==> config.mk <==
export PLATFORM = sky130hd
export DESIGN_NAME = beta_mem_arbiter
export DESIGN_NICKNAME = d
export VERILOG_FILES = /design/src/rtl/beta_mem_arbiter.sv
export SDC_FILE = /design/constraint.sdc
export NUM_CORES = 1
export LEC_CHECK = 0
export ABC_AREA = 1
export CORE_MARGIN = 2
export CORE_UTILIZATION = 33
export DETAILED_ROUTE_END_ITERATION = 10
export GPL_ROUTABILITY_DRIVEN = 0
export GPL_TIMING_DRIVEN = 0
export PLACE_DENSITY = 0.77
export SYNTH_ARGS = -nofsm -noshare
export SYNTH_HDL_FRONTEND = slang
export SYNTH_SLANG_ARGS = --single-unit
==> constraint.sdc <==
create_clock -name clk_i -period 1.5 [get_ports clk_i]
set_input_delay 0.3 -clock clk_i [delete_from_list [all_inputs] [get_ports clk_i]]
set_output_delay 0.3 -clock clk_i [all_outputs]
set_load 0.005 [all_outputs]
==> src/rtl/beta_mem_arbiter.sv <==
// beta_mem_arbiter
// Shares one memory port between instruction fetch reads (if_*), LSU reads
// (lr_*) and LSU writes (lw_*). Only one transaction is in flight at a time.
// Writes win over reads, and LSU reads win over fetch. A fetch request that
// keeps losing is promoted once it has lost StarveLimit arbitrations in a row.
// If the memory never responds, the transaction is aborted and the owner
// receives a valid pulse with zero data.
//
// Ports
//   clk_i, rstn_i           clock, synchronous active-low reset
//   if_req_i/if_addr_i      fetch read request, held until if_ready_o
//   if_ready_o/if_valid_o   fetch accept pulse / response pulse
//   if_rdata_o              fetch read data (nonzero only with if_valid_o)
//   lr_*                    LSU read channel, same handshake, with byte strobe
//   lw_*                    LSU write channel, same handshake, no read data
//   mem_req_o..mem_strb_o   memory request, held until mem_ready_i
//   mem_ready_i             memory accepts the request this cycle
//   mem_valid_i/mem_rdata_i memory response
//   arb_err_o               one-cycle pulse when a response times out
//   arb_busy_o              a transaction is being issued or awaited
//
// State table
//   state     | meaning
//   ST_IDLE   | no transaction; arbitrate among the pending requests
//   ST_ISSUE  | drive the latched request until the memory accepts it
//   ST_WAIT   | request accepted; wait for the response or the timeout
module beta_mem_arbiter #(
  parameter int DataWidth     = 32,
  parameter int AddressWidth  = 32,
  parameter int StarveLimit   = 4,
  parameter int TimeoutCycles = 64
) (
  input  logic                    clk_i,
  input  logic                    rstn_i,
  input  logic                    if_req_i,
  input  logic [AddressWidth-1:0] if_addr_i,
  output logic                    if_ready_o,
  output logic                    if_valid_o,
  output logic [DataWidth-1:0]    if_rdata_o,
  input  logic                    lr_req_i,
  input  logic [AddressWidth-1:0] lr_addr_i,
  input  logic [DataWidth/8-1:0]  lr_strb_i,
  output logic                    lr_ready_o,
  output logic                    lr_valid_o,
  output logic [DataWidth-1:0]    lr_rdata_o,
  input  logic                    lw_req_i,
  input  logic [AddressWidth-1:0] lw_addr_i,
  input  logic [DataWidth-1:0]    lw_wdata_i,
  input  logic [DataWidth/8-1:0]  lw_strb_i,
  output logic                    lw_ready_o,
  output logic                    lw_valid_o,
  output logic                    mem_req_o,
  output logic                    mem_we_o,
  output logic [AddressWidth-1:0] mem_addr_o,
  output logic [DataWidth-1:0]    mem_wdata_o,
  output logic [DataWidth/8-1:0]  mem_strb_o,
  input  logic                    mem_ready_i,
  input  logic                    mem_valid_i,
  input  logic [DataWidth-1:0]    mem_rdata_i,
  output logic                    arb_err_o,
  output logic                    arb_busy_o
);

  localparam int StrbWidth   = DataWidth / 8;
  localparam int TimerWidth  = $clog2(TimeoutCycles) + 1;
  localparam int StarveWidth = $clog2(StarveLimit + 1);

  localparam logic [StarveWidth-1:0] StarveMax = StarveWidth'(StarveLimit);
  localparam logic [TimerWidth-1:0]  TimerLast = TimerWidth'(TimeoutCycles - 1);

  typedef enum logic [1:0] {ST_IDLE, ST_ISSUE, ST_WAIT} state_e;
  typedef enum logic [1:0] {OWN_NONE, OWN_IF, OWN_LR, OWN_LW} owner_e;

  state_e                  state_q, state_d;
  owner_e                  owner_q, owner_d;
  owner_e                  grant;
  logic [AddressWidth-1:0] addr_q, addr_d;
  logic [DataWidth-1:0]    wdata_q, wdata_d;
  logic [StrbWidth-1:0]    strb_q, strb_d;
  logic                    we_q, we_d;
  logic [StarveWidth-1:0]  starve_q, starve_d;
  logic [TimerWidth-1:0]   timer_q, timer_d;

  logic accept;
  logic timeout_hit;
  logic resp_fire;
  logic resp_data;

  // A starved fetch outranks everything; otherwise fixed priority.
  always_comb begin
    grant = OWN_NONE;
    if (if_req_i && (starve_q == StarveMax)) grant = OWN_IF;
    else if (lw_req_i)                       grant = OWN_LW;
    else if (lr_req_i)                       grant = OWN_LR;
    else if (if_req_i)                       grant = OWN_IF;
  end

  assign accept      = (state_q == ST_ISSUE) && mem_ready_i;
  // A real response in the last cycle wins over the timeout.
  assign timeout_hit = (state_q == ST_WAIT) && !mem_valid_i && (timer_q == TimerLast);
  assign resp_data   = (state_q == ST_WAIT) && mem_valid_i;
  assign resp_fire   = resp_data || timeout_hit;

  always_comb begin
    state_d  = state_q;
    owner_d  = owner_q;
    addr_d   = addr_q;
    wdata_d  = wdata_q;
    strb_d   = strb_q;
    we_d     = we_q;
    starve_d = starve_q;
    timer_d  = timer_q;
    case (state_q)
      ST_IDLE: begin
        // if_req_i high always produces an arbitration, so "not granted" means it lost.
        if (!if_req_i || grant == OWN_IF) starve_d = '0;
        else if (starve_q != StarveMax)   starve_d = starve_q + 1'b1;
        if (grant != OWN_NONE) begin
          state_d = ST_ISSUE;
          owner_d = grant;
          case (grant)
            OWN_LW: begin
              addr_d  = lw_addr_i;
              wdata_d = lw_wdata_i;
              strb_d  = lw_strb_i;
              we_d    = 1'b1;
            end
            OWN_LR: begin
              addr_d  = lr_addr_i;
              wdata_d = '0;
              strb_d  = lr_strb_i;
              we_d    = 1'b0;
            end
            default: begin
              addr_d  = if_addr_i;
              wdata_d = '0;
              strb_d  = '1;
              we_d    = 1'b0;
            end
          endcase
        end
      end
      ST_ISSUE: begin
        if (mem_ready_i) begin
          state_d = ST_WAIT;
          timer_d = '0;
        end
      end
      ST_WAIT: begin
        if (resp_fire) begin
          state_d = ST_IDLE;
          owner_d = OWN_NONE;
        end else begin
          timer_d = timer_q + 1'b1;
        end
      end
      default: begin
        state_d = ST_IDLE;
        owner_d = OWN_NONE;
      end
    endcase
  end

  always_ff @(posedge clk_i) begin
    if (!rstn_i) begin
      state_q  <= ST_IDLE;
      owner_q  <= OWN_NONE;
      addr_q   <= '0;
      wdata_q  <= '0;
      strb_q   <= '0;
      we_q     <= 1'b0;
      starve_q <= '0;
      timer_q  <= '0;
    end else begin
      state_q  <= state_d;
      owner_q  <= owner_d;
      addr_q   <= addr_d;
      wdata_q  <= wdata_d;
      strb_q   <= strb_d;
      we_q     <= we_d;
      starve_q <= starve_d;
      timer_q  <= timer_d;
    end
  end

  // Bus outputs are only driven while issuing so the port idles at zero.
  always_comb begin
    mem_req_o   = 1'b0;
    mem_we_o    = 1'b0;
    mem_addr_o  = '0;
    mem_wdata_o = '0;
    mem_strb_o  = '0;
    if (state_q == ST_ISSUE) begin
      mem_req_o   = 1'b1;
      mem_we_o    = we_q;
      mem_addr_o  = addr_q;
      mem_wdata_o = wdata_q;
      mem_strb_o  = strb_q;
    end
  end

  always_comb begin
    if_ready_o = accept && (owner_q == OWN_IF);
    lr_ready_o = accept && (owner_q == OWN_LR);
    lw_ready_o = accept && (owner_q == OWN_LW);
    if_valid_o = resp_fire && (owner_q == OWN_IF);
    lr_valid_o = resp_fire && (owner_q == OWN_LR);
    lw_valid_o = resp_fire && (owner_q == OWN_LW);
    if_rdata_o = (resp_data && owner_q == OWN_IF) ? mem_rdata_i : '0;
    lr_rdata_o = (resp_data && owner_q == OWN_LR) ? mem_rdata_i : '0;
  end

  assign arb_err_o  = timeout_hit;
  assign arb_busy_o = (state_q != ST_IDLE);

endmodule

---- Word level (Yosys, flattened, before mapping) ----
Index checks and enable logic that the tools add are counted.
operators by class
  add/sub/neg operators ................... 2
  reductions and logical operators ........ 27
  eq/ne operators ......................... 15
  bitwise operators ....................... 1
  multiplexer cells ....................... 26
operators by type and width
  operator             number
  $mux 32              5
  $pmux 32 s2          1
  $mux 2               7
  $mux 7               2
  $pmux 7 s2           1
  $logic_and 1x1->1    13
  $pmux 2 s3           2
  $eq 2x2->1 const B   5
  $reduce_and 3->1     3
  $ne 2x2->1 const B   4
  $pmux 4 s2           1
  $reduce_bool 2->1    4
  $add 7x1->7 const B  1
  $eq 7x6->1 const B   1
  $eq 2x1->1 const B   3
  $mux 3               2
  $mux 1               4
  $mux 4               1
  $reduce_and 2->1     2
  $add 3x1->3 const B  1
  $eq 3x3->1 const B   1
  $ne 3x3->1 const B   1
  $logic_not 1->1      2
  $logic_not 2->1      1
  2 further kinds      3
storage, ports and cells
  output and inout port bits .............. 142
  flip-flop bits (word level) ............. 83
  input bits .............................. 175

---- Longest topological paths before layout ----
  depth in word-level cells ............... 8
  depth in mapped cells ................... 11

---- Worst setup path after synthesis ----
No wires, ideal clock.
  path type ............................... reg2reg
  start point ............................. reg starve_q[0]
  end point ............................... reg addr_q[3]
  path buffers ............................ 2
  stages on the path, launching flop included .. 12
  required time ........................... 1.430 ns
  path slack .............................. 0.122 ns
  setup time .............................. 0.070 ns
  data arrival time ....................... 1.308 ns
  path through ............................ dfxtp_1 > inv_1 > ha_1 > nand3_2 > nand2_1 > inv_1 > buf_4 > buf_2 > nand2_1 > o21ai_0 > inv_1 > a21oi_1
on the way
  word-level cells in the longest chain between the ends .. 5
  elaborated cells on any way between the ends .. 8
  those cells by class .................... eq/ne (3); mux (2); reduce/logical (3)
ends and longest elaborated chain
  element                                                 line      text
  start: declaration                                      81        logic [StarveWidth-1:0] starve_q, starve_d;
  start signal: assignment                                181       starve_q <= starve_d;
  $eq 3x3->1 *                                            92        if (if_req_i && (starve_q == StarveMax)) grant = OWN_IF;
  $logic_and 1x1->1 *                                     92
  $mux 2 *                                                92
  $eq 2x2->1 / $reduce_bool 2->1 (equally long branches)  121, 118
  $pmux 32 s2 / $reduce_and 2->1 (equally long branches)  --
  end signal: assignment                                  177       addr_q <= addr_d;
  end: declaration                                        77        logic [AddressWidth-1:0] addr_q, addr_d;
Mark *: on every way between the ends. The rest lies on a longest branch, timed or not.
A chain may end at the register's enable or synchronous reset.

---- Final worst setup path ----
  start point ............................. reg state_q[0]
  end point ............................... out if_rdata_o[12]
on the way
  word-level cells in the longest chain between the ends .. 4
ends and longest elaborated chain
  element                   line  text
  start: declaration        74    state_e state_q, state_d;
  start signal: assignment  175   state_q <= state_d;
  $eq 2x2->1                101   assign resp_data = (state_q == ST_WAIT) && mem_valid_i;
  $logic_and 1x1->1         101
  $logic_and 1x1->1         209   if_rdata_o = (resp_data && owner_q == OWN_IF) ? mem_rdata_i : '0;
  $mux 32                   209
  end: declaration          39    output logic [DataWidth-1:0] if_rdata_o,
No other way between the ends.

==> results.sh <==
export IMPL_worst_hold_path_type="in -> reg"
export IMPL_synth_cells=837
export IMPL_ant_nets=0
export IMPL_tritoncts_clock_tree="done"
export IMPL_final_net_count=1429
export IMPL_final_critical_path_setup_slack_ns=-0.487
export IMPL_power_uw=7540
export IMPL_floorplan_die_height_um=126
export IMPL_synth_top_flop_cell="sky130_fd_sc_hd__dfxtp_1"
export IMPL_startpoint_type="flop"
export IMPL_synthDistinctLibCells=25
export IMPL_ys_ff_latch=83
export IMPL_yosys_top_cell_area_share_pct=33.8
export IMPL_wl_per_cell_um=16.7
export IMPL_crit_buf_inv=4
export IMPL_finalCritPeriodShare_pct=132
export IMPL_r2r_slack_ns=-0.12
export IMPL_global_route_usage_total_pct=27.1
export IMPL_path_delay_family="buffers and inverters"
export IMPL_synth_yosys_warnings=0
export IMPL_die_width_um=126
export IMPL_synth_top_cells_by_count="191 x sky130_fd_sc_hd__inv_1, 161 x sky130_fd_sc_hd__nor2_1, 108 x sky130_fd_sc_hd__a21oi_1, 101 x sky130_fd_sc_hd__nand2_1, 83 x sky130_fd_sc_hd__dfxtp_1"
export IMPL_min_delay_start="if_req_i"
export IMPL_drt_initial_violations=308
export IMPL_grt_setup_unrepaired="yes"
export IMPL_synth_enable_flop_cells=0
export IMPL_grt_first_pass_wirelength_um=34400
export IMPL_worst_path_max_delay_cell="sky130_fd_sc_hd__dfxtp_2"
export IMPL_tns_ns=-50.89
export IMPL_route_detailed_drc=0
export IMPL_rows=44
export IMPL_worst_slew_pin_transition_ns=0.542
export IMPL_setup_viol=164
export IMPL_areaGrowthSynthToFinish_pct=116
export IMPL_timing_max_cap_violations=0
export IMPL_ctsHoldBuffers=0
export IMPL_die_area_sq_um=15900
export IMPL_timing_slew_headroom_pct=63.8
export IMPL_layoutNonFillerInstCount=1442
export IMPL_worst_endpoint_required_ns=1.20
export IMPL_cpMostUsedCell="sky130_fd_sc_hd__buf_6"
export IMPL_critPathMaxStageDelay_ns=0.33
export IMPL_power_static_leakage_uw=0.00480
export IMPL_dpl_hpwl_um=15300
export IMPL_detailroute_via_count=6980
export IMPL_num_fill_cells=1170
export IMPL_critical_path_capture_point_type="output port"
export IMPL_synth_nets=1015
export IMPL_h_tree_depth=3
export IMPL_dpl_worst_slack_ns=-0.912
export IMPL_timing_worst_setup_path_type="reg -> out"
export IMPL_syn_mean_instance_area_sq_um=5.87
export IMPL_io_buffer_count=316
export IMPL_critical_path_depth=8
export IMPL_cts_root_buf="sky130_fd_sc_hd__clkbuf_16"
export IMPL_routed_wl_um=24000
export IMPL_status="complete, but fails checks"
export IMPL_synth_area_leader_cell="sky130_fd_sc_hd__dfxtp_1"
export IMPL_worstReg2RegStart="starve_q[0]$_SDFFE_PN0P_"
export IMPL_initial_core_util_pct=33.8
export IMPL_post_place_cells=1337
export IMPL_final_hold_violation_count=0
export IMPL_design_portCount=317
export IMPL_clk_transition_reported_paths_ns=0.06
export IMPL_worst_endpoint_arrival_ns=1.69
export IMPL_post_synth_top_count_cell="sky130_fd_sc_hd__inv_1"
export IMPL_ir_drop_v=0.000490
export IMPL_worstSkewPairLatency_ns=0.34
export IMPL_cp_max_fo=8
export IMPL_async_reset_ff_share_pct=0
export IMPL_hold_depth=3
export IMPL_floorplan_core_area_sq_um=14500
export IMPL_grt_pass1_vias=6828
export IMPL_finalClockSkew_ns=0.00433
export IMPL_layout_min_cycle_time_ns=1.99
export IMPL_timing_max_transition_violations_final=0
export IMPL_violations="negative setup slack"
export IMPL_synth_seq_area_share_pct=33.8
export IMPL_power_density_nw_per_um2=711
export IMPL_post_drt_via_cell_ratio=4.84
export IMPL_grt_start_max_net_pins=16
export IMPL_rr_endpoint="addr_q[13]$_SDFFE_PN0P_"
export IMPL_post_route_cells_drive_above_1_share_pct=40.7
export IMPL_fmax_mhz=503
export IMPL_worstHoldEndpoint="starve_q[0]$_SDFFE_PN0P_"
export IMPL_ff2ff_path_depth=10
export IMPL_cts_inserted_buffers=9
export IMPL_cp_cell_instances="inv_4 > nand2_4 > nor2_4 > nand3_4 > buf_6 > buf_6 > nor2_1 > buf_2"
export IMPL_synthTopCellsByArea="sky130_fd_sc_hd__dfxtp_1 34%, sky130_fd_sc_hd__inv_1 15%, sky130_fd_sc_hd__nor2_1 12%, sky130_fd_sc_hd__a21oi_1 11%, sky130_fd_sc_hd__nand2_1 7.7%"
export IMPL_grt_remaining_overflow=0
export IMPL_cts_max_path_buffers=2
export IMPL_syn_area_sq_um=4910
export IMPL_drt_pre_antenna_iters=5
export IMPL_finalInstanceArea_sq_um=10600
export IMPL_postPlaceCellArea_sq_um=8310
export IMPL_antenna_violations_before_repair=2
export IMPL_numClockSinks=83
==> final cells by class <==
type / instances / area [sq um] / area share (%)
Buffer: 47 / 465 / 4.39
Timing Repair Buffer: 402 / 3660 / 34.5
Inverter: 193 / 737 / 6.95
Antenna cell: 2 / 5.00 / 0.0472
Tap cell: 184 / 230 / 2.17
Sequential cell: 83 / 1680 / 15.8
Clock buffer: 9 / 225 / 2.12
Multi-Input combinational cell: 515 / 3530 / 33.3
Clock inverter: 7 / 76.3 / 0.720
==> how the worst max path moves through the flow <==
stage                                   startpoint                     end
after floorplan           starve_q[0]$_SDFFE_PN0P_  addr_q[3]$_SDFFE_PN0P_
after CTS                  state_q[0]$_SDFFE_PN0P_           if_rdata_o[4]
after global placement                 mem_valid_i           if_rdata_o[4]
after detailed placement               mem_valid_i          lr_rdata_o[12]
final                      state_q[0]$_SDFFE_PN0P_          if_rdata_o[12]
after global routing       state_q[0]$_SDFFE_PN0P_           lr_rdata_o[4]
==> through the flow <==
| stage | hold WS [ns] | utilization (%) |
|---|---|---|
| global placement | 0.452 | 57.2 |
| floorplan | 0.441 | - |
| finish | 0.452 | 72.9 |
| detailed placement | 0.457 | 57.2 |
| global route | 0.471 | 72.9 |
| CTS | 0.429 | 64.6 |
==> worst register-to-register path: stages, from the launching register on <==
cell and delay, ns:
sky130_fd_sc_hd__dfxtp_2 0.33, sky130_fd_sc_hd__inv_2 0.05, sky130_fd_sc_hd__ha_4 0.17, sky130_fd_sc_hd__nand3_4 0.09
sky130_fd_sc_hd__buf_6 0.11, sky130_fd_sc_hd__nand3_4 0.18, sky130_fd_sc_hd__buf_6 0.21, sky130_fd_sc_hd__buf_8 0.13
sky130_fd_sc_hd__o21ai_2 0.12, sky130_fd_sc_hd__inv_1 0.05, sky130_fd_sc_hd__a21oi_1 0.11
==> power by group <==
| group | switching, uW | internal [uW] | leakage (uW) |
|---|---|---|---|
| clock | 977 | 1300 | 0.000142 |
| combinational | 1400 | 1350 | 0.00397 |
| sequential | 109 | 2410 | 0.000688 |
| total | 2480 | 5060 | 0.00480 |
==> logic make-up (layout without fill, tap and decap cells) <==
family | Yosys count | count (layout) | synth area share [%]
AND/OR/NAND/NOR | 327 | 329 | 27.1
adder cells (fa/ha/maj) | 3 | 3 | 0.764
flip-flops | 83 | 83 | 33.8
other | 0 | 2 | 0
AO/OA/AOI/OAI | 183 | 183 | 18.9
buffers and inverters | 241 | 658 | 19.3
==> placed cells by master (no fill, tap or decap), types with 8 or more instances in the layout <==
| cell | netlist | layout |
|---|---|---|
| sky130_fd_sc_hd__nor2_4 | 0 | 91 |
| sky130_fd_sc_hd__buf_6 | 1 | 95 |
| sky130_fd_sc_hd__nor3_1 | 10 | 10 |
| sky130_fd_sc_hd__dfxtp_1 | 83 | 73 |
| sky130_fd_sc_hd__nor2_2 | 3 | 32 |
| sky130_fd_sc_hd__inv_1 | 191 | 186 |
| sky130_fd_sc_hd__clkdlybuf4s50_1 | 0 | 170 |
| sky130_fd_sc_hd__nand2_4 | 1 | 12 |
| sky130_fd_sc_hd__clkbuf_16 | 0 | 12 |
| sky130_fd_sc_hd__o21ai_2 | 0 | 25 |
| sky130_fd_sc_hd__a21oi_1 | 108 | 84 |
| sky130_fd_sc_hd__buf_4 | 2 | 27 |
| sky130_fd_sc_hd__o21ai_0 | 72 | 39 |
| sky130_fd_sc_hd__buf_8 | 0 | 13 |
| sky130_fd_sc_hd__nand2_1 | 101 | 84 |
| sky130_fd_sc_hd__dfxtp_2 | 0 | 9 |
| sky130_fd_sc_hd__buf_12 | 0 | 8 |
| sky130_fd_sc_hd__buf_2 | 25 | 113 |
| sky130_fd_sc_hd__nand3_1 | 44 | 38 |
| sky130_fd_sc_hd__a21oi_2 | 0 | 24 |
| sky130_fd_sc_hd__nor2_1 | 161 | 41 |
==> layer usage <==
layer | up-vias | share of wire [%] | GRT usage (%)
met1 | 3214 | 36 | 28.8
li1 | 3380 | - | -
met3 | 75 | 7.0 | 6.24
met2 | 311 | 52 | 49.7
met4 | 0 | 4.7 | 14.3
met5 | - | 0 | 0
==> flip-flops by register name (all words and copies together), names as in the netlist <==
| name | count |
|---|---|
| addr_q | 32 |
| owner_q | 2 |
| starve_q | 3 |
| state_q | 2 |
| strb_q | 4 |
| timer_q | 7 |
| wdata_q | 32 |
| we_q | 1 |
==> repair_timing <==
item / CTS / global route
buffers inserted: 67 / 11
pin swaps: 45 / 59
endpoints found under the setup margin: 221 / 220
resized for setup: 819 / 335
gates cloned: 15 / 4
Power figures use the tool's default switching activity.
